[config.mk]
export PLATFORM = sky130hd
export DESIGN_NAME = ifu_fetch_buf_flat
export DESIGN_NICKNAME = d
export VERILOG_FILES = /design/src/rtl/ifu_fetch_buf_if.sv /design/src/rtl/ifu_fetch_buf.sv /design/src/flat_wrapper.sv
export SDC_FILE = /design/constraint.sdc
export NUM_CORES = 1
export LEC_CHECK = 0
export BUFFER_PORTS_ARGS = -buffer_cell sky130_fd_sc_hd__buf_2
export CAP_MARGIN = 15
export CORE_MARGIN = 2
export CORE_UTILIZATION = 49
export CTS_CLUSTER_SIZE = 25
export DETAILED_ROUTE_END_ITERATION = 10
export HOLD_SLACK_MARGIN = 0.05
export PLACE_DENSITY = 0.85
export SYNTH_ARGS = -nofsm -noshare
export SYNTH_HDL_FRONTEND = slang
export SYNTH_SLANG_ARGS = --single-unit
[constraint.sdc]
create_clock -name clk_i -period 2 [get_ports clk_i]
set_input_delay 0.6 -clock clk_i [delete_from_list [all_inputs] [get_ports clk_i]]
set_output_delay 0.6 -clock clk_i [all_outputs]
set_load 0.05 [all_outputs]
[src/rtl/ifu_fetch_buf_if.sv]
// ---------------------------------------------------------------------------
// ifu_fetch_buf_if
//
// Purpose: bundles the three handshakes around the fetch buffer.
//   - fetch request from the IFU (PC side)
//   - single-word read port towards instruction memory
//   - instruction/PC/fault stream towards the decoder
//
// Signal names keep the buffer's point of view (_i = into the buffer,
// _o = out of the buffer) so they line up with the block's port list.
//
// Modports:
//   slave  - the fetch buffer itself
//   master - the environment around it (IFU, memory and decoder side)
// ---------------------------------------------------------------------------
interface ifu_fetch_buf_if #(
    parameter int XLEN = 32
);
    // Fetch request from the IFU
    logic            fetch_vld_i;
    logic            fetch_rdy_o;
    logic [XLEN-1:0] fetch_addr_i;
    logic            flush_i;

    // Instruction memory read port
    logic            mem_rd_en_o;
    logic [XLEN-1:0] mem_addr_o;
    logic            mem_rd_vld_i;
    logic [XLEN-1:0] mem_rd_data_i;

    // Decoder side
    logic            inst_vld_o;
    logic            inst_rdy_i;
    logic [XLEN-1:0] inst_data_o;
    logic [XLEN-1:0] inst_pc_o;
    logic            inst_err_o;

    modport slave (
        input  fetch_vld_i,
        input  fetch_addr_i,
        input  flush_i,
        input  mem_rd_vld_i,
        input  mem_rd_data_i,
        input  inst_rdy_i,
        output fetch_rdy_o,
        output mem_rd_en_o,
        output mem_addr_o,
        output inst_vld_o,
        output inst_data_o,
        output inst_pc_o,
        output inst_err_o
    );

    modport master (
        output fetch_vld_i,
        output fetch_addr_i,
        output flush_i,
        output mem_rd_vld_i,
        output mem_rd_data_i,
        output inst_rdy_i,
        input  fetch_rdy_o,
        input  mem_rd_en_o,
        input  mem_addr_o,
        input  inst_vld_o,
        input  inst_data_o,
        input  inst_pc_o,
        input  inst_err_o
    );
endinterface

[src/rtl/ifu_fetch_buf.sv]
// ---------------------------------------------------------------------------
// ifu_fetch_buf
//
// Purpose: consumer end of the IFU program-counter interface. Accepts one
// fetch request at a time, issues a single-word read to instruction memory,
// and queues {pc, instruction, fault} entries in a small FIFO for decode.
// A flush empties the FIFO and drops any read still in flight.
//
// Ports:
//   clk_i    - clock
//   rst_n_i  - asynchronous active-low reset
//   bus      - ifu_fetch_buf_if.slave: fetch request, memory read port and
//              decoder stream (see the interface file for the signal list)
//
// Parameters:
//   XLEN   - address / instruction width
//   DEPTH  - FIFO entries (power of two, >= 2)
//
// Optional feature (macro IFU_FETCH_MISALIGN_CHK_EN):
//   defined   - a fetch with addr[1:0]!=0 issues no read and immediately
//               queues a fault entry {pc=addr, data=0, err=1}.
//   undefined - addr[1:0] are ignored for the read; inst_err_o is tied 0
//               and no fault bit is stored.
// ---------------------------------------------------------------------------
module ifu_fetch_buf #(
    parameter int XLEN  = 32,
    parameter int DEPTH = 2
) (
    input  logic          clk_i,
    input  logic          rst_n_i,
    ifu_fetch_buf_if.slave bus
);

    localparam int AW = $clog2(DEPTH);
    localparam int CW = $clog2(DEPTH) + 1;
    localparam logic [CW-1:0] DEPTH_C = CW'(DEPTH);

    typedef enum logic [1:0] {
        ST_IDLE = 2'd0,
        ST_WAIT = 2'd1,
        ST_DROP = 2'd2
    } state_t;

    state_t          state_reg;
    state_t          state_next;

    logic [CW-1:0]   count_reg;
    logic [AW-1:0]   wr_ptr_reg;
    logic [AW-1:0]   rd_ptr_reg;

    logic [XLEN-1:0] pc_reg;          // PC of the read in flight
    logic            mem_rd_en_reg;
    logic [XLEN-1:0] mem_addr_reg;

    logic [XLEN-1:0] pc_mem   [DEPTH];
    logic [XLEN-1:0] data_mem [DEPTH];
`ifdef IFU_FETCH_MISALIGN_CHK_EN
    logic            err_mem  [DEPTH];
`endif

    logic            fetch_rdy;
    logic            accept;
    logic            misalign;
    logic            issue;
    logic            push_en;
    logic [XLEN-1:0] push_pc;
    logic [XLEN-1:0] push_data;
    logic            push_err;
    logic            pop_en;

    // -----------------------------------------------------------------------
    // FSM: state register
    // -----------------------------------------------------------------------
    always_ff @(posedge clk_i or negedge rst_n_i) begin
        if (!rst_n_i) begin
            state_reg <= ST_IDLE;
        end else begin
            state_reg <= state_next;
        end
    end

    // -----------------------------------------------------------------------
    // FSM: next state
    // A response in WAIT always returns to IDLE; whether it is kept or
    // dropped is decided by push_en. A flush without a response parks in
    // DROP until the outstanding read comes back.
    // -----------------------------------------------------------------------
    always_comb begin
        state_next = state_reg;
        case (state_reg)
            ST_IDLE: begin
                if (issue) begin
                    state_next = ST_WAIT;
                end
            end
            ST_WAIT: begin
                if (bus.mem_rd_vld_i) begin
                    state_next = ST_IDLE;
                end else if (bus.flush_i) begin
                    state_next = ST_DROP;
                end
            end
            ST_DROP: begin
                if (bus.mem_rd_vld_i) begin
                    state_next = ST_IDLE;
                end
            end
            default: state_next = ST_IDLE;
        endcase
    end

    // -----------------------------------------------------------------------
    // FSM: outputs / datapath controls
    // fetch_rdy requires a free slot, which reserves room for the response,
    // so a push can never find the FIFO full.
    // -----------------------------------------------------------------------
    always_comb begin
        fetch_rdy = (state_reg == ST_IDLE) && (count_reg < DEPTH_C) && !bus.flush_i;
        accept    = bus.fetch_vld_i && fetch_rdy;
`ifdef IFU_FETCH_MISALIGN_CHK_EN
        misalign  = accept && (bus.fetch_addr_i[1:0] != 2'b00);
`else
        misalign  = 1'b0;
`endif
        issue     = accept && !misalign;

        push_en   = 1'b0;
        push_pc   = pc_reg;
        push_data = bus.mem_rd_data_i;
        push_err  = 1'b0;

        if ((state_reg == ST_WAIT) && bus.mem_rd_vld_i && !bus.flush_i) begin
            push_en = 1'b1;
        end

        // A misaligned fetch is only possible in IDLE, so it never collides
        // with a memory response push. Flush blocks accept and thus wins.
        if (misalign) begin
            push_en   = 1'b1;
            push_pc   = bus.fetch_addr_i;
            push_data = '0;
            push_err  = 1'b1;
        end

        pop_en = (count_reg != '0) && bus.inst_rdy_i;
    end

    // -----------------------------------------------------------------------
    // Memory read issue: one-cycle strobe, address held until next issue
    // -----------------------------------------------------------------------
    always_ff @(posedge clk_i or negedge rst_n_i) begin
        if (!rst_n_i) begin
            mem_rd_en_reg <= 1'b0;
            mem_addr_reg  <= '0;
            pc_reg        <= '0;
        end else begin
            mem_rd_en_reg <= issue;
            if (issue) begin
                mem_addr_reg <= {bus.fetch_addr_i[XLEN-1:2], 2'b00};
                pc_reg       <= bus.fetch_addr_i;
            end
        end
    end

    // -----------------------------------------------------------------------
    // FIFO pointers and occupancy
    // Flush clears occupancy; a pop in the same cycle is meaningless and a
    // push cannot happen (push_en is gated by flush).
    // -----------------------------------------------------------------------
    always_ff @(posedge clk_i or negedge rst_n_i) begin
        if (!rst_n_i) begin
            count_reg  <= '0;
            wr_ptr_reg <= '0;
            rd_ptr_reg <= '0;
        end else if (bus.flush_i) begin
            count_reg  <= '0;
            wr_ptr_reg <= '0;
            rd_ptr_reg <= '0;
        end else begin
            if (push_en) begin
                wr_ptr_reg <= wr_ptr_reg + AW'(1);
            end
            if (pop_en) begin
                rd_ptr_reg <= rd_ptr_reg + AW'(1);
            end
            case ({push_en, pop_en})
                2'b10:   count_reg <= count_reg + CW'(1);
                2'b01:   count_reg <= count_reg - CW'(1);
                default: count_reg <= count_reg;
            endcase
        end
    end

    // -----------------------------------------------------------------------
    // FIFO storage: one register set per entry so reset can clear it
    // -----------------------------------------------------------------------
    generate
        for (genvar gi = 0; gi < DEPTH; gi++) begin : g_entry
            always_ff @(posedge clk_i or negedge rst_n_i) begin
                if (!rst_n_i) begin
                    pc_mem[gi]   <= '0;
                    data_mem[gi] <= '0;
                end else if (push_en && (wr_ptr_reg == AW'(gi))) begin
                    pc_mem[gi]   <= push_pc;
                    data_mem[gi] <= push_data;
                end
            end
`ifdef IFU_FETCH_MISALIGN_CHK_EN
            always_ff @(posedge clk_i or negedge rst_n_i) begin
                if (!rst_n_i) begin
                    err_mem[gi] <= 1'b0;
                end else if (push_en && (wr_ptr_reg == AW'(gi))) begin
                    err_mem[gi] <= push_err;
                end
            end
`endif
        end
    endgenerate

    // -----------------------------------------------------------------------
    // Outputs
    // -----------------------------------------------------------------------
    assign bus.fetch_rdy_o = fetch_rdy;
    assign bus.mem_rd_en_o = mem_rd_en_reg;
    assign bus.mem_addr_o  = mem_addr_reg;
    assign bus.inst_vld_o  = (count_reg != '0);
    assign bus.inst_data_o = data_mem[rd_ptr_reg];
    assign bus.inst_pc_o   = pc_mem[rd_ptr_reg];
`ifdef IFU_FETCH_MISALIGN_CHK_EN
    assign bus.inst_err_o  = err_mem[rd_ptr_reg];
`else
    assign bus.inst_err_o  = 1'b0;
    // push_err only feeds storage when the fault bit exists
    logic unused_push_err;
    assign unused_push_err = push_err;
`endif

endmodule

[src/flat_wrapper.sv]
// flat-port wrapper written by rule: the top's interface ports become plain ports
module ifu_fetch_buf_flat 
#(
    parameter int XLEN  = 32,
    parameter int DEPTH = 2
)
  (clk_i, rst_n_i, bus_fetch_vld_i, bus_fetch_addr_i, bus_flush_i, bus_mem_rd_vld_i, bus_mem_rd_data_i, bus_inst_rdy_i, bus_fetch_rdy_o, bus_mem_rd_en_o, bus_mem_addr_o, bus_inst_vld_o, bus_inst_data_o, bus_inst_pc_o, bus_inst_err_o);
  ifu_fetch_buf_if #(.XLEN(XLEN)) bus_i ();
  input  logic clk_i;
  input  logic rst_n_i;
  input wire logic [$bits(bus_i.fetch_vld_i)-1:0] bus_fetch_vld_i;
  input wire logic [$bits(bus_i.fetch_addr_i)-1:0] bus_fetch_addr_i;
  input wire logic [$bits(bus_i.flush_i)-1:0] bus_flush_i;
  input wire logic [$bits(bus_i.mem_rd_vld_i)-1:0] bus_mem_rd_vld_i;
  input wire logic [$bits(bus_i.mem_rd_data_i)-1:0] bus_mem_rd_data_i;
  input wire logic [$bits(bus_i.inst_rdy_i)-1:0] bus_inst_rdy_i;
  output wire logic [$bits(bus_i.fetch_rdy_o)-1:0] bus_fetch_rdy_o;
  output wire logic [$bits(bus_i.mem_rd_en_o)-1:0] bus_mem_rd_en_o;
  output wire logic [$bits(bus_i.mem_addr_o)-1:0] bus_mem_addr_o;
  output wire logic [$bits(bus_i.inst_vld_o)-1:0] bus_inst_vld_o;
  output wire logic [$bits(bus_i.inst_data_o)-1:0] bus_inst_data_o;
  output wire logic [$bits(bus_i.inst_pc_o)-1:0] bus_inst_pc_o;
  output wire logic [$bits(bus_i.inst_err_o)-1:0] bus_inst_err_o;
  assign bus_i.fetch_vld_i = bus_fetch_vld_i;
  assign bus_i.fetch_addr_i = bus_fetch_addr_i;
  assign bus_i.flush_i = bus_flush_i;
  assign bus_i.mem_rd_vld_i = bus_mem_rd_vld_i;
  assign bus_i.mem_rd_data_i = bus_mem_rd_data_i;
  assign bus_i.inst_rdy_i = bus_inst_rdy_i;
  assign bus_fetch_rdy_o = bus_i.fetch_rdy_o;
  assign bus_mem_rd_en_o = bus_i.mem_rd_en_o;
  assign bus_mem_addr_o = bus_i.mem_addr_o;
  assign bus_inst_vld_o = bus_i.inst_vld_o;
  assign bus_inst_data_o = bus_i.inst_data_o;
  assign bus_inst_pc_o = bus_i.inst_pc_o;
  assign bus_inst_err_o = bus_i.inst_err_o;
  ifu_fetch_buf #(.XLEN(XLEN), .DEPTH(DEPTH)) u_core (.clk_i(clk_i), .rst_n_i(rst_n_i), .bus(bus_i));
endmodule
==> run_results.csv, run 1 <==
group,metric,value,unit
placement,port_buffers,166,
placement,place.gp.congestion,0.786,
cts,cts_root_buf,"clkbuf_16",
cts,clock_tree.htree_level_count,4,
logic_synthesis,total_of_flip_flops_plus_latches_after_synthesis,167,
floorplan,fp.dieArea,16000,um2
timing,slew_viol_final,0,
layout,antenna_cells,0,
global_routing,via_count_of_the_first_global_routing_pass,4964,
logic_synthesis,synth_top_area_frac,0.568,
global_routing,grt_first_pass_wirelength,24900,um
layout,finalNetCount,697,
logic_synthesis,synth-edff-count,0,
logic_synthesis,mux_share_of_post_synthesis_cell_area,0.344,
logic_synthesis,async_flop_share,1.00,
cts,tritoncts,"done",
global_routing,grt_use_total,0.198,
logic_synthesis,netlist_instances,479,
run,drv_cap,0,
worst_setup_path,endpoint,"bus_inst_pc_o[25]",
logic_synthesis,post_synthesis_compound_gate_area_fraction,0.00442,
layout,final.fill_count,981,
floorplan,placementRows,44,
timing,hold_slack,85.8,ps
min_path,worstHoldPathType,"input pin to async pin",
worst_setup_path,regToRegSetupSlack,230,ps
pwr,max_vdd_drop,1080,uV
global_routing,grt_max_degree,51,
floorplan,floorplan.io_pins,170,
cts,clock-sinks,167,
cts,cts.path.max_buffers,2,
logic_synthesis,synth_top_family_by_area,"multiplexers",
timing,worst_clock_skew,14.0,ps
logic_synthesis,synth.largest_area_cell,"dfrtp_1",
drt,via_count,4402,
drt,avgRoutedWirePerCell,18.6,um
logic_synthesis,yosys-top-cells-count,"mux2_2 (216), dfrtp_1 (167), buf_4 (34)",
cts,cts_inserted_buffers,17,
logic_synthesis,synth_adder_area_share,0,
timing,max_freq,442,MHz
logic_synthesis,synth_most_common_cell,"mux2_2",
timing,finalSetupViolCount,64,
worst_setup_path,cp.arrival,1660,ps
logic_synthesis,seq_area_frac_synth,0.568,
worst_setup_path,critical_path_peak_fanout,31,
logic_synthesis,simple_logic_cell_fraction_of_the_synthesized_area,0.0207,
layout,drive_gt1_frac,0.688,
drt,drt-total-wl,15400,um
worst_setup_path,path_class,"flip-flop to output port",
worst_setup_path,regToRegEndpoint,"u_core.data_mem[29]",
drt,post-route-drc-count,0,
worst_setup_path,startpoint,"u_core.rd_ptr_reg",
global_routing,grt_antenna_before_repair,0,
cts,clkTransAtPathRegs,70,ps
logic_synthesis,netlist_area,7360,um2
pwr,p_per_area,1480,nW/um2
logic_synthesis,yosys-top-cells-area,"dfrtp_1 (57%), mux2_2 (33%), buf_4 (3.5%)",
drt,detail_route.iter0.violations,119,
worst_setup_path,worst_setup_path_end_kind,"output port",
logic_synthesis,synth.lib_cells_used.distinct,27,
cts,worst_skew_pair_later_pin_latency,430,ps
worst_setup_path,r2r.worst_path.cells,5,
global_routing,overflow,0,
timing,grt_setup_unrepaired,"yes",
logic_synthesis,synth_xor_xnor_area_share,0.00238,
logic_synthesis,synth_warnings,0,
logic_synthesis,ys.flop_type,"dfrtp_1",
timing,period_minus_slack,2260,ps
pwr,static-leakage-power,0.00446,uW
worst_setup_path,critical_path.reg2reg.startpoint,"u_core.state_reg[0]",
worst_setup_path,worst_ep_required_time,1400,ps
placement,place.detailed.hpwl,9810,um
status,failed_checks,"setup timing",
timing,finalCritPeriodShare,1.13,
floorplan,die_height,127,um
drt,ant_nets,0,
timing,report.final.hold_viol_count,0,
drt,drt_first_pass_iters,5,
drt,vias_per_cell,5.34,
logic_synthesis,per_instance_average_area_after_synthesis,15.4,um2
timing,setup-tns-final,-13870,ps
layout,flow.area_growth_from_synthesis,25.9,%
timing,post-route-worst-setup-slack,-262,ps
status,outcome,"finished, violations left",
floorplan,coreArea,14600,um2
floorplan,die_wd,127,um
worst_setup_path,crit_path_start_kind,"flip-flop",
floorplan,initial_core_util,0.505,
-- cell type report --
class / instances / area [um2] / share of cell area
multi-input cells: 255 / 2760 / 0.298
clock buffers: 18 / 439 / 0.0474
repair buffers: 184 / 1490 / 0.160
inverters: 2 / 7.51 / 0.000810
flip-flops and latches: 167 / 4180 / 0.451
well taps: 184 / 230 / 0.0248
clock inverters: 14 / 161 / 0.0174
-- layer usage --
layer  GRT usage  part of all wire  vias to the layer above
li1            -                 -                     1962
met1       0.226              0.40                     2281
met2       0.352              0.53                      130
met3      0.0565             0.048                       29
met4      0.0763             0.023                        0
met5           0                 0                        -
-- worst min path at each step --
stage	startpoint	end	depth (start not counted)
after global placement	u_core.data_mem[37]	u_core.data_mem[37]	1
after global routing	rst_n_i	u_core.pc_reg[18]	1
after detailed placement	u_core.pc_mem[49]	u_core.pc_mem[49]	1
final	rst_n_i	u_core.pc_reg[15]	1
after floorplan	rst_n_i	u_core.bus.mem_rd_en_o	0
after CTS	rst_n_i	u_core.pc_reg[18]	1
-- cell families after synthesis --
| group | Yosys count |
|---|---|
| AO/OA/AOI/OAI | 5 |
| XOR/XNOR | 2 |
| buffers and inverters | 59 |
| flip-flops | 167 |
| multiplexers | 225 |
| other | 1 |
| AND/OR/NAND/NOR | 20 |
-- power by group --
group	switching (uW)	internal, uW	leakage, uW
clock	1430	1900	0.000285
sequential	512	4230	0.00212
combinational	3440	2220	0.00206
total	5380	8360	0.00446
-- metrics by stage --
stage	area [um2]	cells	power, uW	setup WS, ps	util
floorplan	7400	481	8680	-108	-
global placement	8210	786	9440	152	0.563
detailed placement	8210	786	9640	94.8	0.563
CTS	9250	822	13800	-282	0.634
global route	9270	824	14300	-307	0.635
finish	9270	824	13700	-262	0.635
-- layout by cell type (no fill, tap or decap), types with 2 or more instances in the layout --
cell        synthesis  layout
clkbuf_16           0      17
buf_6              12      64
dfrtp_2             0       3
nand3b_1            2       2
xor2_1              2       2
mux2_1              9       9
buf_12              0       9
clkinvlp_4          0       3
nor2b_1             2       2
mux2_2            216     213
bufinv_16           0       2
mux2_4              0       3
nand2_1             4       3
nor2_1              4       4
buf_4              34      12
inv_6               0       7
clkinv_4            0       2
inv_1               2       2
buf_2               4      99
conb_1              1       3
dfrtp_1           167     164
-- repair_timing --
item,in CTS,in global routing
resized for setup,132,2
setup buffers,4,2
hold buffers,0,0
gates cloned,0,0
setup endpoints to repair,66,66
pin swaps,1,1
-- worst max-delay path, stage by stage (launching register included) --
cell	delay (ps)
dfrtp_2	410
buf_12	220
mux2_2	390
buf_4	200
(Power assumes the default switching activity.)
==> run 2, diff against run 1 <==
CORE_UTILIZATION = 54   (was 49)
PLACE_DENSITY = 0.88   (was 0.85)
clock period = 2.1 ns   (was 2 ns; I/O delays follow)
==> run 2 against run 1 <==
The run still ends with setup timing left; worst setup slack improved by 87 ps; core utilization grew 9.1 points; final area rose by 4.3%; first-iteration DRC count increased by 50%; sequential power fell by 4%; die area decreased by 9.0%; register-to-register slack gained 110 ps; critical endpoint is now bus_inst_pc_o[4]; largest power group unchanged.
==> run_results.csv, run 2 (same netlist as run 1, synthesis figures left out) <==
group,metric,value,unit
floorplan,die_height,121,um
layout,drive_gt1_frac,0.691,
status,outcome,"finished, violations left",
pwr,p_per_area,1420,nW/um2
timing,grt_setup_unrepaired,"yes",
global_routing,overflow,0,
floorplan,coreArea,13300,um2
drt,drt-total-wl,16400,um
worst_setup_path,regToRegSetupSlack,340,ps
floorplan,placementRows,42,
global_routing,grt_first_pass_wirelength,24700,um
layout,layout.cells.most_common_list,"mux2_2 (185), dfrtp_1 (164), buf_2 (100), buf_6 (53), mux2_4 (31)",
pwr,report.power.total,13700,uW
placement,port_buffers,166,
timing,post-route-worst-setup-slack,-175,ps
cts,tritoncts,"done",
drt,avgRoutedWirePerCell,19.9,um
floorplan,fp.dieArea,14600,um2
timing,report.final.hold_viol_count,0,
cts,cts_inserted_buffers,17,
floorplan,die_wd,121,um
pwr,max_vdd_drop,1160,uV
layout,number_of_standard_cells_in_the_layout_taps_in_and_fillers_out,823,
worst_setup_path,crit_path_start_kind,"flip-flop",
placement,place.detailed.instances,781,
min_path,worstHoldPathType,"input pin to async pin",
drt,via_count,4484,
worst_setup_path,worst_setup_path_end_kind,"output port",
cts,clock-sinks,167,
cts,cts_root_buf,"clkbuf_16",
timing,max_freq,440,MHz
status,failed_checks,"setup timing",
layout,fin_util,0.727,
floorplan,initial_core_util,0.554,
timing,finalSetupViolCount,64,
timing,finalCritPeriodShare,1.08,
drt,detail_route.iter0.violations,179,
run,drv_cap,0,
placement,place.gp.congestion,0.735,
cts,clock_tree.htree_level_count,4,
cts,worst_skew_pair_later_pin_latency,420,ps
timing,slew-limit-headroom,0.643,
cts,clkTransAtPathRegs,60,ps
global_routing,grt_use_total,0.220,
timing,worst_clock_skew,6.95,ps
worst_setup_path,cp.arrival,1640,ps
placement,place.detailed.hpwl,9770,um
drt,ant_nets,0,
worst_setup_path,path_class,"flip-flop to output port",
global_routing,grt_max_degree,53,
floorplan,floorplan.io_pins,170,
layout,flow.area_growth_from_synthesis,31.2,%
global_routing,grt_antenna_before_repair,0,
drt,drt_first_pass_iters,4,
layout,finalNetCount,704,
pwr,static-leakage-power,0.00468,uW
timing,hold_slack,159,ps
drt,post-route-drc-count,0,
layout,antenna_cells,0,
layout,layout_commonest_cell,"mux2_2",
drt,vias_per_cell,5.45,
worst_setup_path,critical_path_peak_fanout,8,
timing,worst-slew-pin-transition,535,ps
timing,slew_viol_final,0,
worst_setup_path,worst_ep_required_time,1470,ps
cts,cts.path.max_buffers,2,
global_routing,via_count_of_the_first_global_routing_pass,4747,
timing,period_minus_slack,2270,ps
run 2: changes by cell type in the layout (fill, tap and decap cells not counted), sizes merged:
cell	delta
clkbuf	+8
inv	-6
buf	+3
bufinv	+3
clkinvlp	-2
clkinv	+1
run 2: cell type report:
class	instances	area (um2)
Multi-Input combinational cell	255	2870
Sequential cell	167	4180
Clock inverter	10	189
Tap cell	176	220
Timing Repair Buffer	191	1700
Inverter	2	7.51
Fill cell	806	3630
Clock buffer	22	494
run 2: worst max-delay path, stage by stage, from the launching register on:
cell and delay (ps):
dfrtp_2 370, buf_12 160, clkbuf_16 180, mux2_2 360, buf_6 160
run 2: final timing paths:
path,from,end,depth (start not counted)
worst max register to register,u_core.state_reg[0],u_core.data_mem[29],5
worst max-delay path,u_core.rd_ptr_reg,bus_inst_pc_o[4],4
worst min-delay path,rst_n_i,u_core.data_mem[26],1
worst min register to register,u_core.data_mem[34],u_core.data_mem[34],1
max in group asynchronous,rst_n_i,u_core.count_reg[1],2
min in group clk_i,bus_mem_rd_vld_i,u_core.state_reg[1],2
run 2: through the flow:
stage,instance area [um2],setup TNS [ps],setup slack [ps]
after floorplan,7400,-1090,-37.9
after global placement,8230,0,196
after detailed placement,8230,0,129
after CTS,9310,-9550,-200
after global routing,9660,-12880,-217
final,9660,-9710,-175
run 2: power breakdown:
part           total [uW]  switching, uW  internal [uW]
sequential           4550            512           4040
clock                3510           1230           2280
combinational        5670           3320           2350
total               13700           5070           8660
run 2: what timing repair did:
item	in CTS	in global routing
setup buffers	0	4
gates cloned	0	6
hold buffers	0	0
pin swaps	0	1
resized for setup	126	52
endpoints found under the setup margin	65	66
run 2: metal layers:
layer	wire length [um]	part of all wire	track usage
met5	0	0	0
met4	354	0.022	0.0828
met3	865	0.053	0.0557
met2	8580	0.52	0.375
met1	6590	0.40	0.270
==> run 3, diff against run 2 <==
CORE_ASPECT_RATIO = 0.7   (was unset)
==> run 3 against run 2 <==
The run still ends with setup timing left; global-route usage grew 0.93 points; die area rose by 0.11%; worst hold slack got worse by 32 ps; final cell count rose by 0.61%; largest cell class unchanged.
==> run_results.csv, run 3 (same netlist as run 1, synthesis figures left out) <==
group,metric,value,unit
worst_setup_path,worst_setup_path_end_kind,"output port",
floorplan,die_height,102,um
cts,cts_hold_bufs,0,
global_routing,grt_use_total,0.229,
drt,drt-total-wl,16500,um
worst_setup_path,worst_ep_required_time,1470,ps
worst_setup_path,critical_path_peak_fanout,5,
layout,final.fill_count,863,
layout,drive_gt1_frac,0.686,
drt,vias_per_cell,5.33,
drt,detail_route.iter0.violations,171,
status,outcome,"finished, violations left",
timing,slew_viol_final,0,
global_routing,grt_max_degree,49,
placement,place.gp.congestion,0.754,
layout,finalNetCount,701,
layout,antenna_cells,0,
worst_setup_path,max_incr_delay_on_cp,420,ps
placement,place.detailed.instances,786,
timing,worst_clock_skew,8.42,ps
cts,clkTransAtPathRegs,70,ps
worst_setup_path,list_of_cells_traversed_by_the_critical_path,"buf_4, clkbuf_16, mux2_4, buf_8",
worst_setup_path,crit_path_start_kind,"flip-flop",
cts,cts.path.max_buffers,2,
timing,grt_setup_unrepaired,"yes",
timing,finalCritPeriodShare,1.07,
placement,place.detailed.hpwl,10100,um
floorplan,initial_core_util,0.557,
worst_setup_path,r2r.worst_path.cells,4,
global_routing,grt_use_met3,0.0709,
pwr,report.power.total,13200,uW
global_routing,overflow,0,
worst_setup_path,critical_path.reg2reg.startpoint,"u_core.state_reg[1]",
layout,layout_commonest_cell,"mux2_2",
global_routing,grt_busiest_layer,"met2",
worst_setup_path,cp.arrival,1630,ps
timing,period_minus_slack,2260,ps
floorplan,die_wd,144,um
layout,multiInputGateArea,2770,um2
global_routing,grt_first_pass_wirelength,25200,um
global_routing,grtUsageMet2,0.393,
floorplan,placementRows,35,
floorplan,floorplan.io_pins,170,
worst_setup_path,path_class,"flip-flop to output port",
min_path,worstHoldPathType,"input pin to async pin",
floorplan,coreArea,13200,um2
status,failed_checks,"setup timing",
timing,max_freq,443,MHz
layout,flow.area_growth_from_synthesis,27.7,%
pwr,max_vdd_drop,910,uV
cts,clock_tree.htree_level_count,4,
global_routing,grt_antenna_before_repair,0,
global_routing,via_count_of_the_first_global_routing_pass,4825,
drt,ant_nets,0,
layout,layout.cells.most_common_list,"mux2_2 (211), dfrtp_1 (165), buf_2 (100), buf_6 (66), clkbuf_16 (20)",
cts,worst_skew_pair_later_pin_latency,410,ps
drt,avgRoutedWirePerCell,19.9,um
pwr,p_per_area,1400,nW/um2
cts,cts_root_buf,"clkbuf_16",
drt,via_count,4413,
cts,tritoncts,"done",
drt,post-route-drc-count,0,
global_routing,grt.met1_usage,0.286,
worst_setup_path,regToRegSetupSlack,360,ps
run,drv_cap,0,
cts,clock-sinks,167,
timing,post-route-worst-setup-slack,-156,ps
placement,port_buffers,166,
floorplan,fp.dieArea,14600,um2
timing,report.final.hold_viol_count,0,
layout,area.sequential,4180,um2
drt,drt_first_pass_iters,4,
cts,cts_inserted_buffers,17,
pwr,static-leakage-power,0.00452,uW
layout,number_of_standard_cells_in_the_layout_taps_in_and_fillers_out,828,
worst_setup_path,regToRegEndpoint,"u_core.pc_mem[60]",
worst_setup_path,highest_delay_cell_along_the_critical_path,"dfrtp_2",
timing,finalSetupViolCount,64,
## run 3: changes by cell type in the layout (fill, tap and decap cells not counted), moves of 2 or more
cell | before | now
clkbuf_8 | 5 | 1
bufinv_16 | 5 | 3
mux2_2 | 185 | 211
buf_8 | 15 | 2
clkinvlp_4 | 1 | 3
inv_6 | 1 | 4
mux2_4 | 31 | 5
buf_6 | 53 | 66
buf_12 | 11 | 9
## run 3: how the worst max path moves through the flow
stage / slack [ps] / to / startpoint / depth (start not counted)
after floorplan: -40 / u_core.pc_reg[10] / bus_flush_i / 5
after global placement: 160 / bus_fetch_rdy_o / bus_flush_i / 3
after detailed placement: 120 / u_core.pc_mem[16] / bus_flush_i / 5
after CTS: -190 / bus_inst_pc_o[25] / u_core.rd_ptr_reg / 4
after global routing: -210 / bus_inst_pc_o[28] / u_core.rd_ptr_reg / 4
final: -160 / bus_inst_data_o[29] / u_core.rd_ptr_reg / 4
## run 3: cell type report
cell class              instances  share of cell area
clock inverters                12              0.0176
well taps                     185              0.0246
inverters                       2            0.000798
repair buffers                188               0.171
flip-flops and latches        167               0.445
clock buffers                  19              0.0471
multi-input cells             255               0.294
## run 3: power breakdown
part           internal, uW  total (uW)  switching (uW)
logic                  2160        5450            3300
clock network          1920        3220            1310
registers              4030        4530             503
## run 3: per-layer routing
metal	part of all wire	vias up
li1	-	1976
met2	0.50	144
met5	0	-
met1	0.43	2274
met4	0.012	0
met3	0.061	19
## run 3: stage by stage
stage / utilization / setup TNS (ps) / instance area (um2) / worst slack [ps] / hold slack (ps)
finish: 0.711 / -8190 / 9410 / -156 / 128
detailed placement: 0.620 / 0 / 8200 / 119 / 475
global route: 0.711 / -12120 / 9410 / -208 / 133
CTS: 0.699 / -9550 / 9250 / -191 / 121
global placement: 0.620 / 0 / 8200 / 158 / 464
floorplan: - / -1090 / 7400 / -37.9 / 334
## run 3: repair_timing
item / in CTS / in global routing
setup endpoints to repair: 65 / 65
endpoints found under the hold margin: 0 / 0
cloned: 1 / 5
resized for setup: 126 / 13
pin swaps: 1 / 0
setup buffers: 3 / 2
## run 3: critical path: cells and delay by family, from the launching register on
kind | cells | cell delay [ps]
buffers and inverters | 3 | 480
DFF | 1 | 420
muxes | 1 | 310
